### config.mk
export PLATFORM = sky130hd
export DESIGN_NAME = muldiv_execution_unit
export DESIGN_NICKNAME = d
export VERILOG_FILES = /design/src/rtl/muldiv_execution_unit.sv
export SDC_FILE = /design/constraint.sdc
export NUM_CORES = 2
export LEC_CHECK = 0
export ABC_CLOCK_PERIOD_IN_PS = 55400
export CAP_MARGIN = 20
export CORE_MARGIN = 2
export CORE_UTILIZATION = 42
export CTS_BUF_LIST = sky130_fd_sc_hd__clkbuf_4 sky130_fd_sc_hd__clkbuf_8 sky130_fd_sc_hd__clkbuf_16
export DETAILED_ROUTE_END_ITERATION = 8
export RECOVER_POWER = 50
export SYNTH_ARGS = -nofsm -noshare
export SYNTH_HDL_FRONTEND = slang
export SYNTH_SLANG_ARGS = --single-unit
export TNS_END_PERCENT = 10
### constraint.sdc
create_clock -name clock_i -period 55.4 [get_ports clock_i]
set_clock_uncertainty 0.1 [all_clocks]
set_input_delay 5.54 -clock clock_i [delete_from_list [all_inputs] [get_ports clock_i]]
set_output_delay 5.54 -clock clock_i [all_outputs]
set_load 0.02 [all_outputs]
### src/rtl/muldiv_execution_unit.sv
// muldiv_execution_unit: RV32M multiply/divide execution unit with a registered, stall-able CDB output.
// Ports: clock_i/reset_i (sync, active-high); issue_*_i = RS entry (ready, func, rs1/rs2 values, rd_tag, npc, inst, spec);
//        flush_i kills all in-flight ops; cdb_grant_i accepts ex_*_o; mul_ready_o/div_ready_o = op class acceptable;
//        ex_*_o = result packet (valid, value, rob_tag, npc, inst, spec); busy_o = anything in flight or ex valid.
module muldiv_execution_unit #(
    parameter int XLEN       = 32,
    parameter int MUL_STAGES = 3,
    parameter int DIV_ENABLE = 1,
    parameter int TAG_W      = 6
) (
    input  logic             clock_i,
    input  logic             reset_i,
    input  logic             issue_ready_i,
    input  logic [3:0]       issue_func_i,
    input  logic [XLEN-1:0]  issue_rs1_value_i,
    input  logic [XLEN-1:0]  issue_rs2_value_i,
    input  logic [TAG_W-1:0] issue_rd_tag_i,
    input  logic [XLEN-1:0]  issue_npc_i,
    input  logic [31:0]      issue_inst_i,
    input  logic             issue_spec_i,
    input  logic             flush_i,
    input  logic             cdb_grant_i,
    output logic             mul_ready_o,
    output logic             div_ready_o,
    output logic             ex_valid_o,
    output logic [XLEN-1:0]  ex_value_o,
    output logic [TAG_W-1:0] ex_rob_tag_o,
    output logic [XLEN-1:0]  ex_npc_o,
    output logic [31:0]      ex_inst_o,
    output logic             ex_spec_o,
    output logic             busy_o
);
    localparam int CW = $clog2(XLEN);
    typedef struct packed {
        logic [XLEN-1:0]  value;
        logic [TAG_W-1:0] tag;
        logic [XLEN-1:0]  npc;
        logic [31:0]      inst;
        logic             spec;
    } res_t;
    typedef enum logic [1:0] {IDLE, CALC, DONE} div_st_t;
    div_st_t          st_q, st_d;
    res_t             ex_q, mul_in, mul_last, div_q, div_d;
    logic             ex_valid_q, stall, mul_acc, div_acc, mul_last_v, mul_busy;
    logic             a_sx, b_sx, sgn, is_rem, a_neg, b_neg;
    logic [2*XLEN-1:0] prod;
    logic [XLEN-1:0]  a_mag, b_mag, rem_q, rem_d, quo_q, quo_d, dvs_q, dvs_d, r_nx, q_nx;
    logic [XLEN:0]    r_sh;
    logic             ge, nq_q, nq_d, nr_q, nr_d, isr_q, isr_d;
    logic [CW-1:0]    cnt_q, cnt_d;
    assign stall       = ex_valid_q & ~cdb_grant_i;
    assign mul_ready_o = ~stall & (st_q == IDLE);
    assign div_ready_o = (DIV_ENABLE != 0) & ~stall & (st_q == IDLE) & ~mul_busy;
    assign mul_acc     = issue_ready_i & (issue_func_i[3:2] == 2'b10) & mul_ready_o & ~flush_i;
    assign div_acc     = issue_ready_i & (issue_func_i[3:2] == 2'b11) & div_ready_o & ~flush_i;
    assign busy_o      = mul_busy | (st_q != IDLE) | ex_valid_q;
    // Multiplier: both operands sign/zero-extended to 2*XLEN, so one unsigned product covers all four ops.
    assign a_sx = (issue_func_i[1:0] == 2'b01) | (issue_func_i[1:0] == 2'b10);
    assign b_sx = issue_func_i[1:0] == 2'b01;
    assign prod = {{XLEN{a_sx & issue_rs1_value_i[XLEN-1]}}, issue_rs1_value_i}
                * {{XLEN{b_sx & issue_rs2_value_i[XLEN-1]}}, issue_rs2_value_i};
    assign mul_in = {(issue_func_i[1:0] == 2'b00) ? prod[XLEN-1:0] : prod[2*XLEN-1:XLEN],
                     issue_rd_tag_i, issue_npc_i, issue_inst_i, issue_spec_i};
    generate
        if (MUL_STAGES == 1) begin : g_comb
            assign mul_last   = mul_in;
            assign mul_last_v = mul_acc;
            assign mul_busy   = 1'b0;
        end else begin : g_pipe
            // MUL_STAGES-1 registers; the output register supplies the final stage.
            res_t p_q  [MUL_STAGES-1];
            logic pv_q [MUL_STAGES-1];
            always_ff @(posedge clock_i) begin
                if (reset_i || flush_i) begin
                    for (int k = 0; k < MUL_STAGES-1; k++) pv_q[k] <= 1'b0;
                end else if (!stall) begin
                    pv_q[0] <= mul_acc;
                    p_q[0]  <= mul_in;
                    for (int k = 1; k < MUL_STAGES-1; k++) begin
                        pv_q[k] <= pv_q[k-1];
                        p_q[k]  <= p_q[k-1];
                    end
                end
            end
            always_comb begin
                mul_busy = 1'b0;
                for (int k = 0; k < MUL_STAGES-1; k++) mul_busy = mul_busy | pv_q[k];
            end
            assign mul_last   = p_q[MUL_STAGES-2];
            assign mul_last_v = pv_q[MUL_STAGES-2];
        end
    endgenerate
    // Divider: restoring radix-2 on magnitudes; signs reapplied when the last quotient bit lands.
    assign sgn    = ~issue_func_i[0];
    assign is_rem = issue_func_i[1];
    assign a_neg  = sgn & issue_rs1_value_i[XLEN-1];
    assign b_neg  = sgn & issue_rs2_value_i[XLEN-1];
    assign a_mag  = a_neg ? -issue_rs1_value_i : issue_rs1_value_i;
    assign b_mag  = b_neg ? -issue_rs2_value_i : issue_rs2_value_i;
    assign r_sh   = {rem_q, quo_q[XLEN-1]};
    assign ge     = r_sh >= {1'b0, dvs_q};
    assign r_nx   = ge ? r_sh[XLEN-1:0] - dvs_q : r_sh[XLEN-1:0];
    assign q_nx   = {quo_q[XLEN-2:0], ge};
    always_comb begin
        st_d  = st_q;
        cnt_d = cnt_q;
        rem_d = rem_q;
        quo_d = quo_q;
        dvs_d = dvs_q;
        nq_d  = nq_q;
        nr_d  = nr_q;
        isr_d = isr_q;
        div_d = div_q;
        if (st_q == IDLE && div_acc) begin
            div_d = {a_mag, issue_rd_tag_i, issue_npc_i, issue_inst_i, issue_spec_i};
            cnt_d = '0;
            rem_d = '0;
            quo_d = a_mag;
            dvs_d = b_mag;
            nq_d  = a_neg ^ b_neg;
            nr_d  = a_neg;
            isr_d = is_rem;
            if (issue_rs2_value_i == '0) begin
                st_d        = DONE;
                div_d.value = is_rem ? issue_rs1_value_i : '1;
            end else if (sgn && issue_rs1_value_i == {1'b1, {(XLEN-1){1'b0}}} && issue_rs2_value_i == '1) begin
                st_d        = DONE;
                div_d.value = is_rem ? '0 : issue_rs1_value_i;
            end else begin
                st_d = CALC;
            end
        end else if (st_q == CALC) begin
            rem_d = r_nx;
            quo_d = q_nx;
            cnt_d = cnt_q + 1'b1;
            if (cnt_q == CW'(XLEN-1)) begin
                st_d        = DONE;
                div_d.value = isr_q ? (nr_q ? -r_nx : r_nx) : (nq_q ? -q_nx : q_nx);
            end
        end else if (st_q == DONE && !stall) begin
            st_d = IDLE;
        end
    end
    always_ff @(posedge clock_i) begin
        if (reset_i || flush_i) st_q <= IDLE;
        else st_q <= st_d;
    end
    always_ff @(posedge clock_i) begin
        cnt_q <= cnt_d;
        rem_q <= rem_d;
        quo_q <= quo_d;
        dvs_q <= dvs_d;
        nq_q  <= nq_d;
        nr_q  <= nr_d;
        isr_q <= isr_d;
        div_q <= div_d;
    end
    // Output register: ready gating guarantees mul stage-last and div DONE never collide.
    always_ff @(posedge clock_i) begin
        if (reset_i) begin
            ex_valid_q <= 1'b0;
            ex_q       <= '0;
        end else if (flush_i) begin
            ex_valid_q <= 1'b0;
        end else if (!stall) begin
            ex_valid_q <= mul_last_v | (st_q == DONE);
            ex_q       <= mul_last_v ? mul_last : div_q;
        end
    end
    assign ex_valid_o   = ex_valid_q;
    assign ex_value_o   = ex_q.value;
    assign ex_rob_tag_o = ex_q.tag;
    assign ex_npc_o     = ex_q.npc;
    assign ex_inst_o    = ex_q.inst;
    assign ex_spec_o    = ex_q.spec;
endmodule
# ---- After elaboration in Yosys (flattened, before gate mapping)
# Memories as Yosys holds them, arrays and structs flattened.
# Index checks and enable logic that the tools add are counted.
dict set report totals {
  register_bits 313
  latchBits 0
  mem_bits_rw 208
  mem_bits_ro 0
  input_bits 144
  memories 2
}
# name depth word_bits read_ports rd_clocked_by_memory_dff write_ports line_no
set memory_table {}
lappend memory_table {g_pipe.p_q 2 103 2 0 2 71} ;# res_t p_q [MUL_STAGES-1];
lappend memory_table {g_pipe.pv_q 2 1 2 0 2 72} ;# logic pv_q [MUL_STAGES-1];
dict set report op_classes {
  n_addsub 6
  n_mul 1
  div 0
  magnitude_cmp 1
  n_eq_ne 10
  n_shift 0
  muxes 30
  n_bitwise 26
  reduce_logical 17
}
# cell count
set op_table {}
lappend op_table {{2-to-1 mux 32 bit} 16}
lappend op_table {{negation 32 bit} 4}
lappend op_table {{2-to-1 mux 103 bit} 1}
lappend op_table {{equality test 32 bit, second input constant} 2}
lappend op_table {{multiplier 33 x 33 -> 64 bit} 1}
lappend op_table {{>= comparator 33 x 32 -> 1 bit} 1}
lappend op_table {{logical NOT 32 bit} 1}
lappend op_table {{subtractor 32 bit} 1}
lappend op_table {{bitwise AND 1 bit} 13}
lappend op_table {{2-to-1 mux 2 bit} 6}
lappend op_table {{equality test 2 bit, second input constant} 4}
lappend op_table {{2-to-1 mux 1 bit} 7}
lappend op_table {{bitwise OR 1 bit} 7}
lappend op_table {{AND reduction 2 bit} 3}
lappend op_table {{nonzero test 2 bit} 3}
lappend op_table {{adder 5 x 1 -> 5 bit, second input constant} 1}
lappend op_table {{equality test 5 bit, second input constant} 1}
lappend op_table {{inverter 1 bit} 5}
lappend op_table {{equality test 2 x 1 -> 1 bit, second input constant} 2}
lappend op_table {{logical AND 1 bit} 4}
lappend op_table {{logical NOT 2 bit} 2}
lappend op_table {{!= test 3 x 2 -> 1 bit, second input constant} 1}
lappend op_table {{nonzero test 3 bit} 1}
lappend op_table {{OR reduction 2 bit} 1}
lappend op_table {{3 further kinds} 3}

# ---- Longest topological paths before layout
dict set report logic_depth {
  word_depth 10
  ltp_mapped 34
  mapped_depth_nobuf 31
}

# ---- Worst setup path before layout
# Ideal clock, no wire load.
dict set report synth_path {
  path_kind {input to register}
  start {input flush_i}
  end {memory g_pipe.pv_q[0][0] (data pin)}
  arrival_ps 20868
  required_time_ps 55072
  path_slack_ps 34204
  stages 2
  path_cell_list {nor3_1 -> and3b_1}
}
# item line_no
set synth_rtl {}
lappend synth_rtl {{from (decl)} 21} ;# input logic flush_i,
lappend synth_rtl {{to (decl)} 72}

==> impl_metrics.yaml <==
outcome:
  status: "finished, violations left"
  violations: "max-capacitance violations, max-slew violations"
min_path:
  hp-class: "reg -> reg"
clocking:
  cts_resized: 0
  cts_max_path_buffers: 3
  cts_made_buffers: 54
  post_cts_buffers: 0
  cts_hold_buffers: 0
  cts_tree: "done"
  cts_num_sinks: 521
  htreeDepth: 2
  insertion_delay_ns: 0.61
  path_clk_slew_ns: 0.07
  root_buffer: "clkbuf_16"
drt:
  drt_pass1_iterations: 5
  detail-route-antenna-nets: 0
  dr_total_vias: 46600
  via_per_inst: 5.427
  drtIter0Drc: 4237
  detail_route.wl_per_cell_um: 23.11
  totalWireLength_um: 198400
  drcViolationCount: 0
worst_setup_path:
  critPathMaxFanout: 35
  critPathKind: "in -> reg"
  cp-start-kind: "input pin"
  crit_path_end_kind: "flip-flop"
  crit_arrival_ns: 15.99
  cp_slowest_cell: "clkbuf_1"
  max_stage_delay_ns: 1.66
  crit_path_frequent_cell: "fa_1"
  cp.required_ns: 55.63
sta:
  finalCritPeriodShare_pct: 28.46
  whs_ns: 0.3070
  grt_setup_unrepaired: "false"
  tightest_slew_ns: 7.507
  slew_viol_final: 550
  hold_viol_final: 0
  slew_headroom_pct: -400.5
  fin_crit_ns: 15.77
  setup_viol: 0
  fin_setup_tns_ns: 0
  max_clock_freq_ghz: 0.06342
job:
  drv_cap: 10
floorplan:
  io_pins: 251
  row_count: 142
  start_util_pct: 42.15
  die_h_um: 391.2
  dieArea_mm2: 0.1531
  core-area_mm2: 0.1494
  die_w_um: 391.2
synth:
  synth_area_per_cell_um2: 9.667
  synthSimpleGateAreaFrac_pct: 13.28
  synth_top_family_by_area: "adder cells"
  syn-cell-area_mm2: 0.06298
  yosys-top-cells-area: "fa_1 36%, edfxtp_1 18%, inv_1 7.5%"
  synth-compound-area-share_pct: 8.282
  ys_warn_count: 0
  synth_largest_area_cell: "fa_1"
  yosys.area_share.xor_xnor_pct: 2.783
  synth_cell_types: 96
  syn_nets: 8038
  ys_seq_area_share_pct: 22.57
  synth_edf_count: 378
  syn_inst: 6515
  async_reset_ff_share_pct: 0
  ys_ff_latch: 521
  synth_mux_area_share_pct: 2.225
  yosysTopAreaCellShare_pct: 35.79
  synthFlopType: "edfxtp_1"
  yosys.area_share.adder_pct: 40.82
placed_design:
  hpwl_um: 146800
  gp_congestion: 0.9574
  dp.cells: 8474
  io_buffers: 250
layout:
  drive_above_1_share_pct: 4.512
  layoutNonFillerInstCount: 8586
  nFillCells: 14162
  areaGrowthSynthToFinish_pct: 9.280
  final_nets: 8037
global_routing:
  grt_pass1_vias: 48412
  antenna_found_initial: 25
  overflow: 0
  grt_pass1_wl_um: 302700
  grt_max_degree: 175
  grt_use_total_pct: 26.27
==> cell usage in the layout, fill, tap and decap left out, types with 143 or more instances in the layout <==
cell	n
nor2_1	258
inv_1	1259
o21ai_0	195
a21oi_1	151
dfxtp_1	143
dlygate4sd3_1	178
ha_1	252
fa_1	1126
edfxtp_1	378
and2_1	282
nand2_1	963
==> state kept, by name, summed over array words and instances (netlist names), 2 cells and up <==
signal        count
ex_inst_o        32
g_pipe.pv_q       2
g_pipe.p_q      206
ex_value_o       32
ex_rob_tag_o      6
quo_q            32
div_q           103
rem_q            32
ex_npc_o         32
cnt_q             5
dvs_q            32
st_q              2
==> path summary, 6_finish.rpt <==
kind / startpoint / to / slack, ns / depth (start not counted)
worst max-delay path: issue_rs2_value_i[0] / g_pipe.p_q[0][86] / 39.63 / 27
worst min-delay path: g_pipe.p_q[0][86] / g_pipe.p_q[0][189] / 0.31 / 0
worst max register to register: g_pipe.pv_q[0][1] / div_q[91] / 46.73 / 9
worst min register to register: g_pipe.p_q[0][86] / g_pipe.p_q[0][189] / 0.31 / 0
==> cells in the mapped netlist, types with 7 or more instances <==
master and count:
or3_1 19, nor2b_1 16, a31oi_1 19, or4_1 15, o211a_1 7, o211ai_1 20, a21oi_1 151, o21bai_1 17
a211oi_1 119, clkbuf_1 281, a21o_1 55, nand2_1 964, a221oi_1 11, nand2b_1 20, dfxtp_1 143, fa_1 1126
ha_1 253, o21ai_1 18, inv_1 1261, buf_1 88, o22ai_1 13, edfxtp_1 378, o41ai_1 15, or2_2 16
buf_2 17, a22oi_1 7, nor2_1 258, and2_1 282, o31ai_1 27, xor2_1 85, nand3_1 66, nor3_1 51
nand4_1 29, and3_1 33, mux2i_1 131, xnor2_1 112, o21ai_0 195, nor4_1 27, o21a_1 25, mux2_2 7
==> layer usage <==
metal  vias up  GRT usage [%]  part of all wire, %
li1      20409              -                    -
met1     23899          35.10                   41
met2      1905          43.39                   47
met3       371          4.526                  8.2
met4        16          8.480                  3.7
met5         -              0                0.047
==> worst max-delay path, delay by kind of cell <==
family	cells	cell delay, ns
xor gates and xnor gates	1	0.42
adders and majority gates	9	4.11
AOI/OAI and AO/OA	6	2.33
buffers and inverters	6	2.38
and+or+nand+nor	5	1.16
==> final cells by class <==
type                            count  area [um^2]  share of cell area [%]
Antenna cell                       10        25.02                 0.03636
Clock buffer                       76         1630                   2.369
Clock inverter                     26        334.1                  0.4854
Inverter                         1262         4741                   6.888
Multi-Input combinational cell   4334        42450                   61.68
Sequential cell                   521        14210                   20.65
Tap cell                         2016         2522                   3.665
Timing Repair Buffer              341         2905                   4.221
==> logic make-up (layout without fill, tap and decap cells) <==
kind of cell	Yosys count	count (layout)
simple gates	1831	1831
compound gates	787	787
mux	139	139
flops	521	521
fa+ha+maj	1379	1379
other cells	0	10
buf+inv	1660	1705
xor+xnor	198	198
==> metrics by stage <==
stage / worst slack, ns / instance area (um^2) / utilization (%)
CTS: 39.97 / 68860 / 46.08
floorplan: 34.20 / 62980 / -
global route: 39.27 / 68810 / 46.05
detailed placement: 39.36 / 66890 / 44.77
finish: 39.63 / 68820 / 46.06
global placement: 39.60 / 66890 / 44.77
Power is left out: the tool's default activity adds up to more than one toggle a clock period on the data nets, which glitch-free logic cannot reach.
